## config.mk

```make
export PLATFORM = sky130hd
export DESIGN_NAME = prog_loader_flat
export DESIGN_NICKNAME = d
export VERILOG_FILES = /design/src/rtl/prog_loader_if.sv /design/src/rtl/prog_loader.sv /design/src/flat_wrapper.sv
export SDC_FILE = /design/constraint.sdc
export NUM_CORES = 1
export LEC_CHECK = 0
export CORE_MARGIN = 4
export CORE_UTILIZATION = 49
export CTS_CLUSTER_SIZE = 40
export DETAILED_ROUTE_END_ITERATION = 7
export HOLD_SLACK_MARGIN = 0.08
export PLACE_DENSITY_LB_ADDON = 0.08
export SYNTH_ARGS = -nofsm -noshare
export SYNTH_HDL_FRONTEND = slang
export SYNTH_SLANG_ARGS = --single-unit
```

## constraint.sdc

```tcl
create_clock -name clk -period 1.89 [get_ports clk]
set_input_delay 0.189 -clock clk [delete_from_list [all_inputs] [get_ports clk]]
set_output_delay 0.189 -clock clk [all_outputs]
set_load 0.03 [all_outputs]
```

## src/rtl/prog_loader_if.sv

```systemverilog
// Byte stream in and RAM write port out of the program loader.
// master = host/RAM side, slave = loader.
interface prog_loader_if #(
    parameter int ADDR_W = 4,
    parameter int DATA_W = 8
);
    logic [DATA_W-1:0] in_data;
    logic              in_valid;
    logic              in_ready;
    logic              ram_we;
    logic [ADDR_W-1:0] ram_addr;
    logic [DATA_W-1:0] ram_wdata;

    modport master (
        output in_data,
        output in_valid,
        input  in_ready,
        input  ram_we,
        input  ram_addr,
        input  ram_wdata
    );

    modport slave (
        input  in_data,
        input  in_valid,
        output in_ready,
        output ram_we,
        output ram_addr,
        output ram_wdata
    );
endinterface

```

## src/rtl/prog_loader.sv

```systemverilog
// Streams a header + payload into program RAM while holding the CPU.
// Define PROG_LOADER_CHECKSUM_EN to add a trailing checksum byte and err.
module prog_loader #(
    parameter int ADDR_W = 4,
    parameter int DATA_W = 8,
    parameter int CNT_W  = 5
) (
    input  logic             clk,
    input  logic             reset,
    input  logic             start,
    prog_loader_if.slave     bus,
    output logic             cpu_hold,
    output logic             done,
    output logic             err,
    output logic [CNT_W-1:0] count
);
    localparam logic [2:0] IDLE = 3'd0;
    localparam logic [2:0] HDR  = 3'd1;
    localparam logic [2:0] DATA = 3'd2;
`ifdef PROG_LOADER_CHECKSUM_EN
    localparam logic [2:0] CSUM = 3'd3;
`endif
    localparam logic [2:0] DONE = 3'd4;

    localparam logic [CNT_W-1:0] CNT_MAX = CNT_W'(2 ** ADDR_W);

    logic [2:0]        state;
    logic              we_q;
    logic [ADDR_W-1:0] addr_q;
    logic [DATA_W-1:0] wdata_q;
    logic [ADDR_W-1:0] next_addr;
    logic [ADDR_W-1:0] remain;
    logic              busy;
    logic              accept;
    logic              idle_like;

`ifdef PROG_LOADER_CHECKSUM_EN
    assign busy = (state == HDR) || (state == DATA) || (state == CSUM);
`else
    assign busy = (state == HDR) || (state == DATA);
`endif

    assign idle_like = (state == IDLE) || (state == DONE);
    assign accept    = bus.in_valid && busy;

    assign bus.in_ready  = busy;
    assign bus.ram_we    = we_q;
    assign bus.ram_addr  = addr_q;
    assign bus.ram_wdata = wdata_q;

    // Hold covers the final write pulse, which lands after DONE is entered.
    assign cpu_hold = busy || we_q;

    always_ff @(posedge clk) begin
        if (reset) begin
            state     <= IDLE;
            we_q      <= 1'b0;
            addr_q    <= '0;
            wdata_q   <= '0;
            next_addr <= '0;
            remain    <= '0;
            count     <= '0;
            done      <= 1'b0;
        end else begin
            we_q <= 1'b0;
            unique case (state)
                IDLE, DONE: begin
                    if (start) begin
                        state <= HDR;
                        done  <= 1'b0;
                        count <= '0;
                    end
                end
                HDR: begin
                    if (accept) begin
                        next_addr <= bus.in_data[2*ADDR_W-1:ADDR_W];
                        remain    <= bus.in_data[ADDR_W-1:0];
                        state     <= DATA;
                    end
                end
                DATA: begin
                    if (accept) begin
                        we_q      <= 1'b1;
                        addr_q    <= next_addr;
                        wdata_q   <= bus.in_data;
                        next_addr <= next_addr + 1'b1;
                        if (count != CNT_MAX) begin
                            count <= count + 1'b1;
                        end
                        if (remain == '0) begin
`ifdef PROG_LOADER_CHECKSUM_EN
                            state <= CSUM;
`else
                            state <= DONE;
                            done  <= 1'b1;
`endif
                        end else begin
                            remain <= remain - 1'b1;
                        end
                    end
                end
`ifdef PROG_LOADER_CHECKSUM_EN
                CSUM: begin
                    if (accept) begin
                        state <= DONE;
                        done  <= 1'b1;
                    end
                end
`endif
                default: state <= IDLE;
            endcase
        end
    end

`ifdef PROG_LOADER_CHECKSUM_EN
    logic [DATA_W-1:0] sum;
    logic [DATA_W-1:0] sum_chk;
    logic              err_q;

    assign sum_chk = sum + bus.in_data;
    assign err     = err_q;

    always_ff @(posedge clk) begin
        if (reset) begin
            sum   <= '0;
            err_q <= 1'b0;
        end else if (idle_like && start) begin
            sum   <= '0;
            err_q <= 1'b0;
        end else if (accept && state == DATA) begin
            sum <= sum_chk;
        end else if (accept && state == CSUM) begin
            err_q <= (sum_chk != '0);
        end
    end
`else
    assign err = 1'b0;
`endif
endmodule

```

## src/flat_wrapper.sv

```systemverilog
// flat-port wrapper written by rule: the top's interface ports become plain ports
module prog_loader_flat 
#(
    parameter int ADDR_W = 4,
    parameter int DATA_W = 8,
    parameter int CNT_W  = 5
)
  (clk, reset, start, cpu_hold, done, err, count, bus_in_data, bus_in_valid, bus_in_ready, bus_ram_we, bus_ram_addr, bus_ram_wdata);
  prog_loader_if #(.ADDR_W(ADDR_W), .DATA_W(DATA_W)) bus_i ();
  input  logic clk;
  input  logic reset;
  input  logic start;
  output logic cpu_hold;
  output logic done;
  output logic err;
  output logic [CNT_W-1:0] count;
  input wire logic [$bits(bus_i.in_data)-1:0] bus_in_data;
  input wire logic [$bits(bus_i.in_valid)-1:0] bus_in_valid;
  output wire logic [$bits(bus_i.in_ready)-1:0] bus_in_ready;
  output wire logic [$bits(bus_i.ram_we)-1:0] bus_ram_we;
  output wire logic [$bits(bus_i.ram_addr)-1:0] bus_ram_addr;
  output wire logic [$bits(bus_i.ram_wdata)-1:0] bus_ram_wdata;
  assign bus_i.in_data = bus_in_data;
  assign bus_i.in_valid = bus_in_valid;
  assign bus_in_ready = bus_i.in_ready;
  assign bus_ram_we = bus_i.ram_we;
  assign bus_ram_addr = bus_i.ram_addr;
  assign bus_ram_wdata = bus_i.ram_wdata;
  prog_loader #(.ADDR_W(ADDR_W), .DATA_W(DATA_W), .CNT_W(CNT_W)) u_core (.clk(clk), .reset(reset), .start(start), .bus(bus_i), .cpu_hold(cpu_hold), .done(done), .err(err), .count(count));
endmodule
```

==> results.toml <==
[outcome]
outcome = "finished, final reports clean"

[clocking]
clkTransAtPathRegs_ns = 0.09
cts-root-buf = "sky130_fd_sc_hd__clkbuf_4"
clk_latency_ns = 0.33
htree_levels = 2
cts.repair_timing.setup_buffer_count = 0
postCtsHoldBufs = 0
clock_sink_count = 30
tritoncts_clock_tree = "built"
cts_made_buffers = 5
clock_path_buffers = 2

[global_routing]
grt_pass1_vias = 1288
wire_length_of_the_first_global_routing_pass_um = 5630
largest_net_degree_at_the_start_of_global_routing = 22
antenna_found_initial = 0
grt.overflow.total = 0
gr-usage-all-layers = 0.179

[placed_design]
io_buffer_count = 32
dp.final_hpwl_um = 2310
place.gp.congestion = 0.816
detailedPlace.worstSlack_ns = 0.0674

[layout]
diodes = 0
share_of_final_layout_standard_cells_stronger_than_drive_strength_1 = 0.117
finish.net_count = 229
area.growth.synth_to_final_pct = 28.8
utilization_after_layout = 0.674
layout.filler_cells = 219

[synth]
synth.avg_cell_area_um2 = 8.38
synth_enable_flop_cells = 0
synthFlopType = "sky130_fd_sc_hd__dfxtp_1"
synth_seq_area_share = 0.410
ys_types = 47
synth.area.top_cells = "sky130_fd_sc_hd__dfxtp_1, sky130_fd_sc_hd__a21oi_1, sky130_fd_sc_hd__nand2_1, sky130_fd_sc_hd__ha_1, sky130_fd_sc_hd__nor2_1"
yosysMostFrequentCell = "sky130_fd_sc_hd__nand2_1"
register_bit_count_reported_by_yosys = 30
synth_warnings = 0
synth.cell_area_um2 = 1470
post_synth_inst_count = 175
synth_top_cells_by_count = "sky130_fd_sc_hd__nand2_1, sky130_fd_sc_hd__dfxtp_1, sky130_fd_sc_hd__a21oi_1"
synth-async-reset-ratio = 0
synth_area_leader_cell = "sky130_fd_sc_hd__dfxtp_1"
synthDominantCellAreaShare = 0.410
syn-num-nets = 191

[timing]
timing_hold_violations_final = 0
slew_viol_final = 0
timing.setup.tns_ns = 0
layout_min_cycle_time_ns = 1.73
max_freq_mhz = 579
fin_crit_sh = 0.913
fin_ws_ns = 0.164
worst_pin_slew_ns = 0.523
slew-limit-headroom = 0.652
worst_clock_skew_ns = 0.00445
unrepaired_setup_endpoints_after_global_routing = "false"
hold_ws_ns = 0.426
finish_stage_setup_viols = 0

[setup_path]
data_required_critical_path_ns = 1.70
worst_ep_arrival_time_ns = 1.54
worstSetupStartpointType = "register"
cp_max_fo = 2
worst_setup_path_end_kind = "primary output"
worst-setup-path-type = "register to primary output"
r2r_setup_slack_ns = 0.18

[power]
power_density_over_the_cells_nw_per_um2 = 683
power_leakage_nw = 0.673
total_power_mw = 1.29
vdd_ir_drop_max_uv = 404

[drt]
vias_per_cell = 5.47
drc_violation_count_after_routing = 0
drt_iter0_drc = 70
wire_per_inst_um = 13.1
num_vias = 1339
wire_length_after_detailed_routing_um = 3210
postRouteAntennaNets = 0
drt_pre_antenna_iters = 4

[die]
placement_rows = 19
die_h_um = 62.7
x_dimension_of_the_die_um = 62.7
core-area_um2 = 2810
design.die.area_um2 = 3930
num_io_pins = 34
initial_utilization = 0.523

[min_path]
worst_hold_path_type = "input pin to register"

[run]
max_cap_viol_count = 0
path summary, 6_finish.rpt:
path | cells past startpoint | startpoint | end
setup / recovery | 4 | u_core.state[0]$_SDFFE_PP0P_ | cpu_hold
hold / removal | 3 | bus_in_data[7] | u_core.bus.ram_wdata[7]$_SDFFE_PP0P_
setup reg to reg | 7 | u_core.remain[0]$_SDFFE_PP0P_ | u_core.remain[0]$_SDFFE_PP0P_
hold reg to reg | 2 | u_core.bus.ram_wdata[0]$_SDFFE_PP0P_ | u_core.bus.ram_wdata[0]$_SDFFE_PP0P_
through the flow:
| step | instance area (µm²) | instances |
|---|---|---|
| 6_report | 1890 | 245 |
| 5_1_grt | 1890 | 245 |
| 4_1_cts | 1890 | 245 |
| 3_5_place_dp | 1830 | 237 |
| 3_3_place_gp | 1830 | 237 |
| 2_1_floorplan | 1470 | 175 |
repair_timing:
action,in CTS,in global routing
endpoints found under the setup margin,1,2
pin swaps,0,2
hold endpoints to repair,0,0
resized for setup,1,1
cells in the final DEF, fill, tap and decap left out, drive strengths merged, types with 5 or more instances in the layout:
master	synthesis	layout
inv	5	5
nor3	5	5
nor2	13	13
clkdlybuf4s50	0	30
clkbuf	4	7
nand2	31	31
o21ai	7	7
buf	7	10
a21oi	24	24
dfxtp	30	30
cells by family after synthesis:
family | Yosys count | share of synthesized area
AO/OA/AOI/OAI | 46 | 0.195
XOR/XNOR | 1 | 0.0111
adder cells (fa/ha/maj) | 4 | 0.0341
buffers and inverters | 16 | 0.0623
flip-flops | 30 | 0.410
multiplexers | 2 | 0.0145
other | 1 | 0.00256
AND/OR/NAND/NOR | 75 | 0.270
cell type report:
| cell class | instances | area, µm² | share of cell area |
|---|---|---|---|
| clock buffer | 7 | 55.1 | 0.0291 |
| tap | 31 | 38.8 | 0.0205 |
| timing repair buffer | 42 | 397 | 0.210 |
| inverter | 5 | 18.8 | 0.00993 |
| clock inverter | 1 | 5.00 | 0.00265 |
| multi-input combinational | 129 | 774 | 0.410 |
| sequential | 30 | 601 | 0.318 |
worst max-delay path, stage by stage, from the launching register on:
cell and delay [ns]:
sky130_fd_sc_hd__dfxtp_1 0.34, sky130_fd_sc_hd__xnor2_2 0.18, sky130_fd_sc_hd__nor2_1 0.07, sky130_fd_sc_hd__or2_2 0.27, sky130_fd_sc_hd__dlygate4sd2_1 0.35
routing by layer:
| layer | vias to the layer above | part of all wire | wire length (µm) | track usage |
|---|---|---|---|---|
| met5 | - | 0 | 0 | 0 |
| met3 | 4 | 0.045 | 145 | 0.0629 |
| met2 | 29 | 0.47 | 1520 | 0.286 |
| met4 | 0 | 0.011 | 34 | 0.0771 |
| li1 | 686 | - | - | - |
| met1 | 620 | 0.47 | 1510 | 0.216 |
registers in the layout, indices dropped and copies added, names as in the netlist:
register              count
u_core.state              3
u_core.bus.ram_we         1
u_core.done               1
u_core.next_addr          4
u_core.bus.ram_wdata      8
u_core.count              5
u_core.remain             4
u_core.bus.ram_addr       4
power by group:
group	total (mW)	switching (mW)	leakage [nW]	internal, mW
clock network	0.401	0.221	0.0353	0.180
logic	0.220	0.119	0.395	0.101
registers	0.668	0.0169	0.243	0.651
(Power assumes the default switching activity.)
